File: src/rtl/id_ex_hazard_stage.sv
// ----------------------------------------------------------------------------
// id_ex_hazard_stage
//
// ID/EX pipeline register for the MIPS_Processor datapath, with load-use
// hazard detection. The stage:
//   - registers the decoded control, operands and register indices for EX,
//   - raises stall_o (combinationally) so that PC and IF/ID hold when the
//     instruction in decode needs the result of a load that is now in EX,
//   - loads a bubble on a stall or a flush, and freezes while hold_i is high.
//     A flush that arrives while the stage is held is remembered and applied
//     on the first edge without hold.
//
// Optional feature macro: ID_EX_PERF_CNT_EN
//   When defined, adds saturating stall/flush event counters on the
//   stall_cnt_o and flush_cnt_o ports. When undefined, neither the counters
//   nor their ports exist.
// ----------------------------------------------------------------------------
module id_ex_hazard_stage #(
  parameter int DATA_WIDTH     = 32,
  parameter int REG_ADDR_WIDTH = 5,
  parameter int ALU_OP_WIDTH   = 4,
  parameter int CNT_WIDTH      = 16
) (
  input  logic                      clk,
  input  logic                      reset,

  // Decode-side inputs
  input  logic                      id_valid_i,
  input  logic [6:0]                id_ctrl_i,
  input  logic [ALU_OP_WIDTH-1:0]   id_alu_op_i,
  input  logic [DATA_WIDTH-1:0]     id_rd1_i,
  input  logic [DATA_WIDTH-1:0]     id_rd2_i,
  input  logic [DATA_WIDTH-1:0]     id_imm_i,
  input  logic [DATA_WIDTH-1:0]     id_pc4_i,
  input  logic [REG_ADDR_WIDTH-1:0] id_rs_i,
  input  logic [REG_ADDR_WIDTH-1:0] id_rt_i,
  input  logic                      id_uses_rt_i,
  input  logic [REG_ADDR_WIDTH-1:0] id_wreg_i,

  // Pipeline control
  input  logic                      flush_i,
  input  logic                      hold_i,
  output logic                      stall_o,

  // Execute-side outputs
  output logic                      ex_valid_o,
  output logic [6:0]                ex_ctrl_o,
  output logic [ALU_OP_WIDTH-1:0]   ex_alu_op_o,
  output logic [DATA_WIDTH-1:0]     ex_rd1_o,
  output logic [DATA_WIDTH-1:0]     ex_rd2_o,
  output logic [DATA_WIDTH-1:0]     ex_imm_o,
  output logic [DATA_WIDTH-1:0]     ex_pc4_o,
  output logic [REG_ADDR_WIDTH-1:0] ex_rs_o,
  output logic [REG_ADDR_WIDTH-1:0] ex_rt_o,
  output logic [REG_ADDR_WIDTH-1:0] ex_wreg_o
`ifdef ID_EX_PERF_CNT_EN
  ,
  output logic [CNT_WIDTH-1:0]      stall_cnt_o,
  output logic [CNT_WIDTH-1:0]      flush_cnt_o
`endif
);

  // Control vector layout: {jal, shift, reg_write, mem_to_reg, mem_read,
  // mem_write, alu_src}. Only mem_read matters to hazard detection.
  localparam int CTRL_MEM_READ = 2;

  // What the stage does on the coming clock edge, in priority order.
  typedef enum logic [1:0] {
    ACT_HOLD,   // downstream cannot accept: freeze everything
    ACT_FLUSH,  // kill the decode slot (now or remembered from a hold)
    ACT_STALL,  // load-use: insert a bubble, IF/ID re-presents the consumer
    ACT_LOAD    // normal advance
  } action_e;

  // --------------------------------------------------------------------------
  // State registers
  // --------------------------------------------------------------------------
  logic                      valid_q,    valid_d;
  logic [6:0]                ctrl_q,     ctrl_d;
  logic [ALU_OP_WIDTH-1:0]   alu_op_q,   alu_op_d;
  logic [DATA_WIDTH-1:0]     rd1_q,      rd1_d;
  logic [DATA_WIDTH-1:0]     rd2_q,      rd2_d;
  logic [DATA_WIDTH-1:0]     imm_q,      imm_d;
  logic [DATA_WIDTH-1:0]     pc4_q,      pc4_d;
  logic [REG_ADDR_WIDTH-1:0] rs_q,       rs_d;
  logic [REG_ADDR_WIDTH-1:0] rt_q,       rt_d;
  logic [REG_ADDR_WIDTH-1:0] wreg_q,     wreg_d;
  logic                      flush_pend_q, flush_pend_d;

  logic    load_use;
  action_e action;

  // --------------------------------------------------------------------------
  // Hazard detection
  // --------------------------------------------------------------------------

  // Load-use: the load in EX writes a non-zero register that decode reads.
  // rt only counts when the decoded instruction actually reads it.
  always_comb begin
    load_use = valid_q
             & ctrl_q[CTRL_MEM_READ]
             & (wreg_q != '0)
             & id_valid_i
             & ((wreg_q == id_rs_i) | (id_uses_rt_i & (wreg_q == id_rt_i)));
  end

  // A flush (current or pending) outranks the stall: the consumer is being
  // killed anyway, so there is no reason to hold PC and IF/ID for it.
  assign stall_o = hold_i | (load_use & ~flush_i & ~flush_pend_q);

  // Select the edge action in priority order hold > flush > stall > load.
  always_comb begin
    if (hold_i) begin
      action = ACT_HOLD;
    end else if (flush_i | flush_pend_q) begin
      action = ACT_FLUSH;
    end else if (load_use) begin
      action = ACT_STALL;
    end else begin
      action = ACT_LOAD;
    end
  end

  // --------------------------------------------------------------------------
  // Next-state logic
  // --------------------------------------------------------------------------

  // Build the next contents of the stage from the selected action.
  always_comb begin
    // NOTE: every signal driven here gets a default first, so no path can
    // leave one unassigned and infer a latch.
    valid_d      = valid_q;
    ctrl_d       = ctrl_q;
    alu_op_d     = alu_op_q;
    rd1_d        = rd1_q;
    rd2_d        = rd2_q;
    imm_d        = imm_q;
    pc4_d        = pc4_q;
    rs_d         = rs_q;
    rt_d         = rt_q;
    wreg_d       = wreg_q;
    flush_pend_d = flush_pend_q;

    unique case (action)
      ACT_HOLD: begin
        // Contents stay put; a flush seen now is applied once hold drops.
        if (flush_i) flush_pend_d = 1'b1;
      end
      ACT_FLUSH, ACT_STALL: begin
        // Bubble: fully zeroed so it can never write registers or memory.
        valid_d  = 1'b0;
        ctrl_d   = '0;
        alu_op_d = '0;
        rd1_d    = '0;
        rd2_d    = '0;
        imm_d    = '0;
        pc4_d    = '0;
        rs_d     = '0;
        rt_d     = '0;
        wreg_d   = '0;
        if (action == ACT_FLUSH) flush_pend_d = 1'b0;
      end
      ACT_LOAD: begin
        valid_d  = id_valid_i;
        // Control is squashed for an empty decode slot so that ctrl is
        // all-zero whenever valid is low.
        ctrl_d   = id_valid_i ? id_ctrl_i : '0;
        alu_op_d = id_alu_op_i;
        rd1_d    = id_rd1_i;
        rd2_d    = id_rd2_i;
        imm_d    = id_imm_i;
        pc4_d    = id_pc4_i;
        rs_d     = id_rs_i;
        rt_d     = id_rt_i;
        wreg_d   = id_wreg_i;
      end
      default: ;
    endcase
  end

  // --------------------------------------------------------------------------
  // Registers
  // --------------------------------------------------------------------------

  // Pipeline register with asynchronous clear.
  always_ff @(posedge clk or posedge reset) begin
    if (reset) begin
      valid_q      <= 1'b0;
      ctrl_q       <= '0;
      alu_op_q     <= '0;
      rd1_q        <= '0;
      rd2_q        <= '0;
      imm_q        <= '0;
      pc4_q        <= '0;
      rs_q         <= '0;
      rt_q         <= '0;
      wreg_q       <= '0;
      flush_pend_q <= 1'b0;
    end else begin
      // NOTE: non-blocking assignments so every register samples the
      // pre-edge value of its neighbours, independent of statement order.
      valid_q      <= valid_d;
      ctrl_q       <= ctrl_d;
      alu_op_q     <= alu_op_d;
      rd1_q        <= rd1_d;
      rd2_q        <= rd2_d;
      imm_q        <= imm_d;
      pc4_q        <= pc4_d;
      rs_q         <= rs_d;
      rt_q         <= rt_d;
      wreg_q       <= wreg_d;
      flush_pend_q <= flush_pend_d;
    end
  end

  assign ex_valid_o  = valid_q;
  assign ex_ctrl_o   = ctrl_q;
  assign ex_alu_op_o = alu_op_q;
  assign ex_rd1_o    = rd1_q;
  assign ex_rd2_o    = rd2_q;
  assign ex_imm_o    = imm_q;
  assign ex_pc4_o    = pc4_q;
  assign ex_rs_o     = rs_q;
  assign ex_rt_o     = rt_q;
  assign ex_wreg_o   = wreg_q;

`ifdef ID_EX_PERF_CNT_EN
  // --------------------------------------------------------------------------
  // Performance counters
  // --------------------------------------------------------------------------
  logic [CNT_WIDTH-1:0] stall_cnt_q, stall_cnt_d;
  logic [CNT_WIDTH-1:0] flush_cnt_q, flush_cnt_d;

  // Count stall and flush edges, saturating at all-ones.
  always_comb begin
    stall_cnt_d = stall_cnt_q;
    flush_cnt_d = flush_cnt_q;
    if ((action == ACT_STALL) && (stall_cnt_q != '1)) begin
      stall_cnt_d = stall_cnt_q + CNT_WIDTH'(1);
    end
    if ((action == ACT_FLUSH) && (flush_cnt_q != '1)) begin
      flush_cnt_d = flush_cnt_q + CNT_WIDTH'(1);
    end
  end

  // Counter registers with asynchronous clear.
  always_ff @(posedge clk or posedge reset) begin
    if (reset) begin
      stall_cnt_q <= '0;
      flush_cnt_q <= '0;
    end else begin
      stall_cnt_q <= stall_cnt_d;
      flush_cnt_q <= flush_cnt_d;
    end
  end

  assign stall_cnt_o = stall_cnt_q;
  assign flush_cnt_o = flush_cnt_q;
`endif

endmodule

File: config.mk
export PLATFORM = sky130hd
export DESIGN_NAME = id_ex_hazard_stage
export DESIGN_NICKNAME = d
export VERILOG_FILES = /design/src/rtl/id_ex_hazard_stage.sv
export SDC_FILE = /design/constraint.sdc
export NUM_CORES = 1
export LEC_CHECK = 0
export ABC_AREA = 1
export CAP_MARGIN = 20
export CORE_MARGIN = 4
export CORE_UTILIZATION = 39
export DETAILED_ROUTE_END_ITERATION = 12
export PLACE_DENSITY_LB_ADDON = 0.25
export SETUP_SLACK_MARGIN = 0.4
export SKIP_CTS_REPAIR_TIMING = 1
export SLEW_MARGIN = 20
export SYNTH_ARGS = -nofsm -noshare
export SYNTH_HDL_FRONTEND = slang
export SYNTH_SLANG_ARGS = --single-unit
File: constraint.sdc
create_clock -name clk -period 5.27 [get_ports clk]
set_input_delay 0.527 -clock clk [delete_from_list [all_inputs] [get_ports clk]]
set_output_delay 0.527 -clock clk [all_outputs]
set_load 0.02 [all_outputs]
==> impl_metrics.ini, run 1 <==
[cts]
clock_sink_count = 156
clock_tree.buffer_depth = 2
insertion_delay_ps = 410
cts_tree = yes
cts-buffers-inserted = 17
clkSlewWorstSetupHoldPaths_ps = 60
deepest_level_of_the_cts_h_tree = 4
root_buffer = clkbuf_16

[cells_and_area]
multi_input_area_um2 = 1620
most-common-layout-cells = clkdlybuf4s50_1 (315), dfrtp_1 (156), a22o_1 (134)
post_route_cells_drive_above_1_share_pct = 5.35
finalCoreUtilization_pct = 65.9
final_nets = 896
area_growth_pct = 64.5
fin_area_um2 = 9620
sequential_cell_area_um2 = 3900
layout.cells.most_common = clkdlybuf4s50_1
fillCellCount = 1072

[drt]
initialDrtViolationCount = 235
detailroute.wirelength.met3_mm = 1.83
met2_wirelength_mm = 8.86
wire_length_on_met1_mm = 7.09
finalWirelength_mm = 18.4
top_signal_layer_used = met4
drt_drc_violations_left = 0
wl_per_cell_um = 19.7
routed_via_density = 5.23
ant_nets = 0
via_count = 4875
firstDrtPassIters = 4

[run_status]
outcome = completed

[timing]
fin_ws_ps = 1820
period_share_pct = 65.5
fin_worst_skew_ps = 10.5
slew_headroom_pct = 28.5
final-hold-violation-count = 0
finalCriticalPeriod_ps = 3450
setup_violations = 0
tightest_slew_ps = 1070
fin_max_slew_vios = 0
fmax_achieved_mhz = 290
sum_of_negative_setup_slack_ps = 0
grt_setup_unrepaired = false

[worst_hold_path]
worst_hold_path_stage_count = 1
timing.hold.worst.start = ex_ctrl_o[5]
hp-class = flop to flop
min_to = ex_ctrl_o[5]

[worst_setup_path]
crit_required_ps = 5610
critical-path-top-cell-by-count = nand2_1
timing.reg2reg.worst_path_depth = 14
crit_path_start_kind = input port
arrival_ps = 3790
cp_cell_sequence = clkdlybuf4s50_1, nand2_1, nor2_1, nand3_1, inv_1, nand2_1, nand2_1, ha_4, inv_4, nand2_4, inv_4, buf_4, a22o_1
critical_path.slowest_cell = inv_4
regToRegEndpoint = ex_rd2_o[22]
critical_path.max_stage_delay_ps = 760
cpLargestDelayFamily = buffers and inverters
crit_path_max_fanout = 106
worstPathBufferInverterCount = 5
crit_path_end_kind = flop
path_class = input port to flop
timing.reg2reg.setup_slack_ps = 1880
regToRegStartpoint = ex_wreg_o[4]

[place]
dp_worst_setup_slack_ps = 1410
finalWeightedCongestion = 0.922
port-buffer-count = 315
placed_cell_area_um2 = 9010
hpwl_mm = 13.1

[global_routing]
via_count_of_the_first_global_routing_pass = 5060
antenna_found_initial = 1
gr-total-overflow = 0
grt_max_degree = 110
global_route_usage_over_all_layers_pct = 20.8
grt_first_pass_wirelength_mm = 27.3

[flow_run]
timing.max_cap.violations = 0

[logic_synthesis]
synth_largest_type_area_fraction_pct = 66.8
synth.distinct_cells = 20
synth.yosys.seq_area_share_pct = 66.8
yosys_reg_bits = 156
synthesis.area_per_instance_um2 = 13.6
synthesis.instances = 431
synth.top_cells.by_area = dfrtp_1 (67%), a22o_1 (20%), nand2_1 (3.0%)
synth.net_count = 593
post-synth-top-area-cell = dfrtp_1
yosys_warnings = 0
syn-cell-area_um2 = 5850

[pwr]
p_leak_nw = 4.32
p_per_area_nw_per_um2 = 297
max-vdd-ir-drop_uv = 205
overall_power_mw = 2.86

[die]
placementRows = 44
floorplan.io_pins = 316
chipWidth_um = 130
initial_utilization_pct = 40.1
core_area_um2 = 14600
area_of_the_die_um2 = 17000
dieHeight_um = 130
-- cell usage after synthesis, drive strengths merged --
cell type,n
clkbuf,4
o21a,1
buf,30
a21oi,1
inv,20
xnor2,1
nand4,1
nand2,47
nand3,3
o21ai,14
a22o,134
a32o,7
ha,2
dfrtp,156
nor2,10
-- flip-flops by register name, summed over array words and instances (netlist names) --
signal,count
ex_rd1_o,32
ex_rs_o,5
ex_rd2_o,32
ex_wreg_o,5
ex_rt_o,5
ex_alu_op_o,4
ex_ctrl_o,7
ex_imm_o,32
ex_pc4_o,32
ex_valid_o,1
flush_pend_q,1
-- through the flow --
step | hold WS (ps) | cells
after floorplan | 473 | 431
after global placement | 478 | 899
after detailed placement | 476 | 899
after CTS | 499 | 931
after global routing | 506 | 932
final | 495 | 932
-- area by class of cell --
class	instances	area share (%)
antenna	1	0.0260
clock inverter	12	1.42
multi-input combinational	221	16.8
clock buffer	20	4.85
timing repair buffer	318	33.0
inverter	20	0.885
tap	184	2.39
sequential	156	40.6
-- report_power, final --
group          internal (mW)  leakage [nW]  total (mW)  switching, mW
Sequential              1.23          2.16        1.26         0.0229
Clock                  0.738         0.277        1.23          0.494
Combinational          0.200          1.89       0.368          0.168
-- worst max path at each step --
stage | from | endpoint | slack, ps | cells past startpoint
3_3_place_gp | id_valid_i | ex_imm_o[26] | 1520 | 13
4_1_cts | id_valid_i | ex_rd2_o[22] | 1850 | 13
6_report | id_valid_i | ex_rd2_o[22] | 1820 | 13
2_1_floorplan | reset | ex_alu_op_o[0] | 540 | 1
5_1_grt | id_valid_i | ex_imm_o[25] | 1590 | 13
3_5_place_dp | id_valid_i | ex_rd2_o[22] | 1410 | 13
-- logic make-up after synthesis --
family / after synthesis / synth area share, %
xor+xnor: 1 / 0.150
compound gates: 157 / 22.7
flops: 156 / 66.8
buf+inv: 54 / 5.80
fa+ha+maj: 2 / 0.428
simple gates: 61 / 4.15
-- layer usage --
metal  vias up  global-route usage, %
met1      2369                   25.1
met4         0                   9.68
met3        39                   6.87
met5         -                      0
li1       2186                      -
met2       281                   33.9
No activity file was read; power rests on OpenSTA's default activity.
==> inputs of run 2 (changes only) <==
--- a/config.mk
+++ b/config.mk
@@ -8,7 +8,7 @@
 export ABC_AREA = 1
 export CAP_MARGIN = 20
 export CORE_MARGIN = 4
-export CORE_UTILIZATION = 39
+export CORE_UTILIZATION = 35
 export DETAILED_ROUTE_END_ITERATION = 12
 export PLACE_DENSITY_LB_ADDON = 0.25
 export SETUP_SLACK_MARGIN = 0.4
==> constraint.sdc (replaced) <==
create_clock -name clk -period 3.05 [get_ports clk]
set_input_delay 0.305 -clock clk [delete_from_list [all_inputs] [get_ports clk]]
set_output_delay 0.305 -clock clk [all_outputs]
set_load 0.02 [all_outputs]
==> run 2 against run 1 <==
Compared with the run above:
- worst setup slack worse by 1100 ps
- critical path depth up 1
- sequential power up 72%
- final cell count up 3.8%
- critical endpoint is now ex_imm_o[5]
- clock skew down 2.8 ps
- combinational power up 76%
- clock power up 66%
- largest cell class unchanged
- die area up 11%
- worst hold slack worse by 160 ps
- clock-buffer cell count down 2
- critical path type is now flop to flop
- global-route usage down 1.3 points
==> impl_metrics.ini, run 2 (synthesis results as in run 1) <==
[run_status]
outcome = completed

[timing]
period_share_pct = 76.3
fin_max_slew_vios = 0
grt_setup_unrepaired = false
setup_violations = 0
fmax_achieved_mhz = 430
final-hold-violation-count = 0
finalCriticalPeriod_ps = 2330
tightest_slew_ps = 723
fin_ws_ps = 722
sum_of_negative_setup_slack_ps = 0
slew_headroom_pct = 51.8
fin_worst_skew_ps = 7.67

[pwr]
net_load_switching_power_mw = 1.21
p_leak_nw = 4.36
internal_pwr_total_mw = 3.65
power_switching_share_pct = 25.0
p_per_area_nw_per_um2 = 501
clockPowerShare_pct = 42.0
seq_power_share_pct = 44.7
max-vdd-ir-drop_uv = 323
p_comb_share_pct = 13.3

[global_routing]
grt_first_pass_wirelength_mm = 28.3
antenna_found_initial = 0
via_count_of_the_first_global_routing_pass = 5202
grt_max_degree = 150
global_route_usage_over_all_layers_pct = 19.4
gr-total-overflow = 0

[cts]
cts_tree = yes
cts-buffers-inserted = 17
clock_sink_count = 156
clock_tree.buffer_depth = 2
insertion_delay_ps = 410
clkSlewWorstSetupHoldPaths_ps = 70
deepest_level_of_the_cts_h_tree = 4
root_buffer = clkbuf_16

[worst_setup_path]
path_class = flop to flop
arrival_ps = 2670
critical_path.slowest_cell = dfrtp_1
critical-path-top-cell-by-count = nand2_1
worstPathBufferInverterCount = 4
cpLargestDelayFamily = buffers and inverters
cp_cell_sequence = inv_1, nand2_1, nand2_1, nor2_1, nand3_1, nand2_1, nand2_1, nand2_1, ha_4, inv_4, nand2_4, inv_6, buf_4, a22o_1
critical_path.max_stage_delay_ps = 420
crit_path_max_fanout = 41
timing.reg2reg.setup_slack_ps = 720
crit_required_ps = 3400
crit_path_start_kind = flop
crit_path_end_kind = flop

[place]
hpwl_mm = 13.5
finalWeightedCongestion = 0.880
port-buffer-count = 315
dp_worst_setup_slack_ps = 363

[die]
area_of_the_die_um2 = 18800
chipWidth_um = 137
placementRows = 46
initial_utilization_pct = 36.3
core_area_um2 = 16100
dieHeight_um = 137
floorplan.io_pins = 316

[cells_and_area]
diodes = 0
sequential_cell_area_um2 = 3900
multi_input_area_um2 = 1620
post_route_cells_drive_above_1_share_pct = 5.86
layout.cells.most_common = clkdlybuf4s50_1
final_nets = 900
area_growth_pct = 66.1
fillCellCount = 1307
most-common-layout-cells = clkdlybuf4s50_1 (314), dfrtp_1 (156), a22o_1 (134)

[drt]
via_count = 4764
drt_drc_violations_left = 0
ant_nets = 0
wl_per_cell_um = 19.2
firstDrtPassIters = 4
initialDrtViolationCount = 188
finalWirelength_mm = 18.5
routed_via_density = 4.93

[worst_hold_path]
hp-class = input port to async pin

[flow_run]
timing.max_cap.violations = 0
-- run 2: final timing paths --
path	from	endpoint	cells after the start
setup reg to reg	ex_wreg_o[4]	ex_imm_o[5]	14
setup / recovery	ex_wreg_o[4]	ex_imm_o[5]	14
min in group clk	id_wreg_i[0]	ex_wreg_o[0]	3
hold / removal	reset	ex_rd2_o[3]	2
hold reg to reg	ex_rt_o[1]	ex_rt_o[1]	2
max in group asynchronous	reset	ex_rd1_o[5]	3
-- run 2: per-layer routing --
metal	part of all wire, %	track usage, %	up-vias
li1	-	-	2195
met4	1.5	6.49	0
met2	49	32.2	225
met5	0	0	-
met3	10	7.30	20
met1	39	23.4	2324
-- run 2: worst reg2reg max path, stage by stage, from the launching register on --
cell	delay [ps]
dfrtp_1	420
inv_1	130
nand2_1	60
nand2_1	80
nor2_1	50
nand3_1	80
nand2_1	70
nand2_1	70
nand2_1	90
ha_4	190
inv_4	90
nand2_4	110
inv_6	270
buf_4	360
a22o_1	210
-- run 2: layout make-up --
type | instances | share of cell area, %
Inverter | 20 | 0.889
Sequential cell | 156 | 40.2
Clock buffer | 18 | 4.52
Tap cell | 216 | 2.78
Timing Repair Buffer | 322 | 33.6
Multi-Input combinational cell | 221 | 16.6
Clock inverter | 14 | 1.40
-- run 2: power groups by stage --
stage          Sequential (mW)  Combinational [mW]  Clock, mW
2_1_floorplan             2.28               0.180          0
3_3_place_gp              2.21               0.644          0
3_5_place_dp              2.21               0.653          0
4_1_cts                   2.17               0.655       2.09
5_1_grt                   2.18               0.693       2.18
6_report                  2.17               0.647       2.04
-- run 2: per-stage QoR --
stage | utilization [%] | area (um2) | power (mW) | hold slack (ps) | instances
after floorplan | - | 5850 | 2.46 | 426 | 431
after global placement | 56.6 | 9130 | 2.85 | 472 | 935
after detailed placement | 56.6 | 9130 | 2.86 | 479 | 935
after CTS | 60.2 | 9700 | 4.92 | 331 | 967
after global routing | 60.2 | 9710 | 5.06 | 368 | 967
final | 60.2 | 9710 | 4.86 | 331 | 967
==> inputs of run 3 (changes only) <==
--- a/config.mk
+++ b/config.mk
@@ -8,7 +8,7 @@
 export ABC_AREA = 1
 export CAP_MARGIN = 20
 export CORE_MARGIN = 4
-export CORE_UTILIZATION = 35
+export CORE_UTILIZATION = 39
 export DETAILED_ROUTE_END_ITERATION = 12
 export PLACE_DENSITY_LB_ADDON = 0.25
 export SETUP_SLACK_MARGIN = 0.4
==> constraint.sdc (replaced) <==
create_clock -name clk -period 2.15 [get_ports clk]
set_input_delay 0.215 -clock clk [delete_from_list [all_inputs] [get_ports clk]]
set_output_delay 0.215 -clock clk [all_outputs]
set_load 0.02 [all_outputs]
==> run 3 against run 2 <==
Compared with the run above:
- sequential share of layout area down 1.6 points
- final cell count unchanged
- worst setup slack worse by 560 ps
- critical path depth down 3
- sequential power up 42%
- fmax up 17%
- first-iteration DRC count up 40%
- critical path type unchanged
- largest cell class unchanged
- highest routed layer unchanged
==> impl_metrics.ini, run 3 (synthesis results as in run 1) <==
[run_status]
outcome = completed

[timing]
period_share_pct = 92.5
finalCriticalPeriod_ps = 1990
slew_headroom_pct = 72.3
fmax_achieved_mhz = 503
tightest_slew_ps = 416
grt_setup_unrepaired = true
fin_max_slew_vios = 0
final-hold-violation-count = 0
fin_worst_skew_ps = 7.77
whs_ps = 284
fin_ws_ps = 162
setup_violations = 0

[flow_run]
timing.max_cap.violations = 0

[worst_setup_path]
crit_path_end_kind = flop
cp_cell_sequence = nor2_1, nand4_1, nand3_1, inv_1, nand2_2, nand2_2, ha_4, buf_4, buf_12, buf_12, a22o_1
critical_path.max_stage_delay_ps = 460
critical_path.slowest_cell = dfrtp_2
crit_path_start_kind = flop
arrival_ps = 2280
path_class = flop to flop
crit_path_max_fanout = 32
crit_required_ps = 2450

[drt]
firstDrtPassIters = 5
routed_via_density = 5.21
drt_drc_violations_left = 0
via_count = 5038
wl_per_cell_um = 20.3
finalWirelength_mm = 19.7
initialDrtViolationCount = 263
ant_nets = 0

[cts]
insertion_delay_ps = 420
cts-buffers-inserted = 17
deepest_level_of_the_cts_h_tree = 4
clkSlewWorstSetupHoldPaths_ps = 60
cts_tree = yes
clock_sink_count = 156
clock_tree.buffer_depth = 2
root_buffer = clkbuf_16

[pwr]
overall_power_mw = 7.11
p_per_area_nw_per_um2 = 703
p_leak_nw = 4.59
max-vdd-ir-drop_uv = 546

[global_routing]
grt_max_degree = 81
gr-total-overflow = 0
antenna_found_initial = 1
global_route_usage_over_all_layers_pct = 22.3
grt_first_pass_wirelength_mm = 28.9
via_count_of_the_first_global_routing_pass = 5326

[worst_hold_path]
hp-class = input port to async pin

[place]
port-buffer-count = 315
finalWeightedCongestion = 0.902
hpwl_mm = 14.1
dp_worst_setup_slack_ps = -84.5

[cells_and_area]
layout.cells.most_common = clkdlybuf4s50_1
most-common-layout-cells = clkdlybuf4s50_1 (314), dfrtp_1 (155), a22o_1 (134)
final_nets = 932
area_growth_pct = 73.1
post_route_cells_drive_above_1_share_pct = 10.6

[die]
chipWidth_um = 130
initial_utilization_pct = 40.1
area_of_the_die_um2 = 17000
placementRows = 44
floorplan.io_pins = 316
core_area_um2 = 14600
dieHeight_um = 130
-- run 3: changes by cell type in the layout (fill, tap and decap cells not counted), sizes merged --
cell	before	now
inv	24	19
bufinv	1	3
clkinvlp	6	4
diode	0	1
clkbuf	18	24
clkinv	3	5
buf	7	35
-- run 3: layer usage --
| layer | routed length [um] | track usage (%) | vias to the layer above |
|---|---|---|---|
| li1 | - | - | 2262 |
| met1 | 7640 | 27.2 | 2477 |
| met2 | 9590 | 36.7 | 255 |
| met3 | 1760 | 6.91 | 44 |
| met4 | 667 | 9.62 | 0 |
| met5 | 0 | 0 | - |
-- run 3: final cells by class --
type	count	area, um2
well taps	184	230
multi-input cells	221	1630
flip-flops and latches	156	3910
clock inverters	11	145
inverters	20	88.8
repair buffers	354	3670
diodes	1	2.50
clock buffers	20	447
fillers	1008	4470
-- run 3: final timing paths --
path | from | endpoint | slack [ps] | depth (start not counted)
max | ex_wreg_o[0] | ex_rd2_o[9] | 160 | 11
min reg2reg | ex_ctrl_o[1] | ex_ctrl_o[1] | 500 | 1
min | reset | ex_pc4_o[0] | 280 | 3
max in group asynchronous | reset | ex_rd2_o[30] | 1520 | 3
max reg2reg | ex_wreg_o[0] | ex_rd2_o[9] | 160 | 11
min in group clk | id_wreg_i[3] | ex_wreg_o[3] | 370 | 3
-- run 3: through the flow --
stage | util [%] | instances | setup TNS [ps] | cell area [um2]
after CTS | 67.6 | 955 | -240 | 9860
after global placement | 63.6 | 924 | -423 | 9270
final | 69.3 | 967 | 0 | 10100
after global routing | 69.3 | 967 | 0 | 10100
after detailed placement | 63.6 | 924 | -4290 | 9270
after floorplan | - | 431 | -5910 | 5850
-- run 3: report_power, final --
part | internal (mW) | switching, mW
sequential | 3.03 | 0.0580
clock | 1.85 | 1.16
combinational | 0.579 | 0.444
-- run 3: critical path: cells and delay by family, from the launching register on --
family	cells	cell delay, ps
AOI/OAI and AO/OA	1	220
adders and majority gates	1	180
buffers and inverters	4	510
DFF	1	460
and+or+nand+nor	5	470
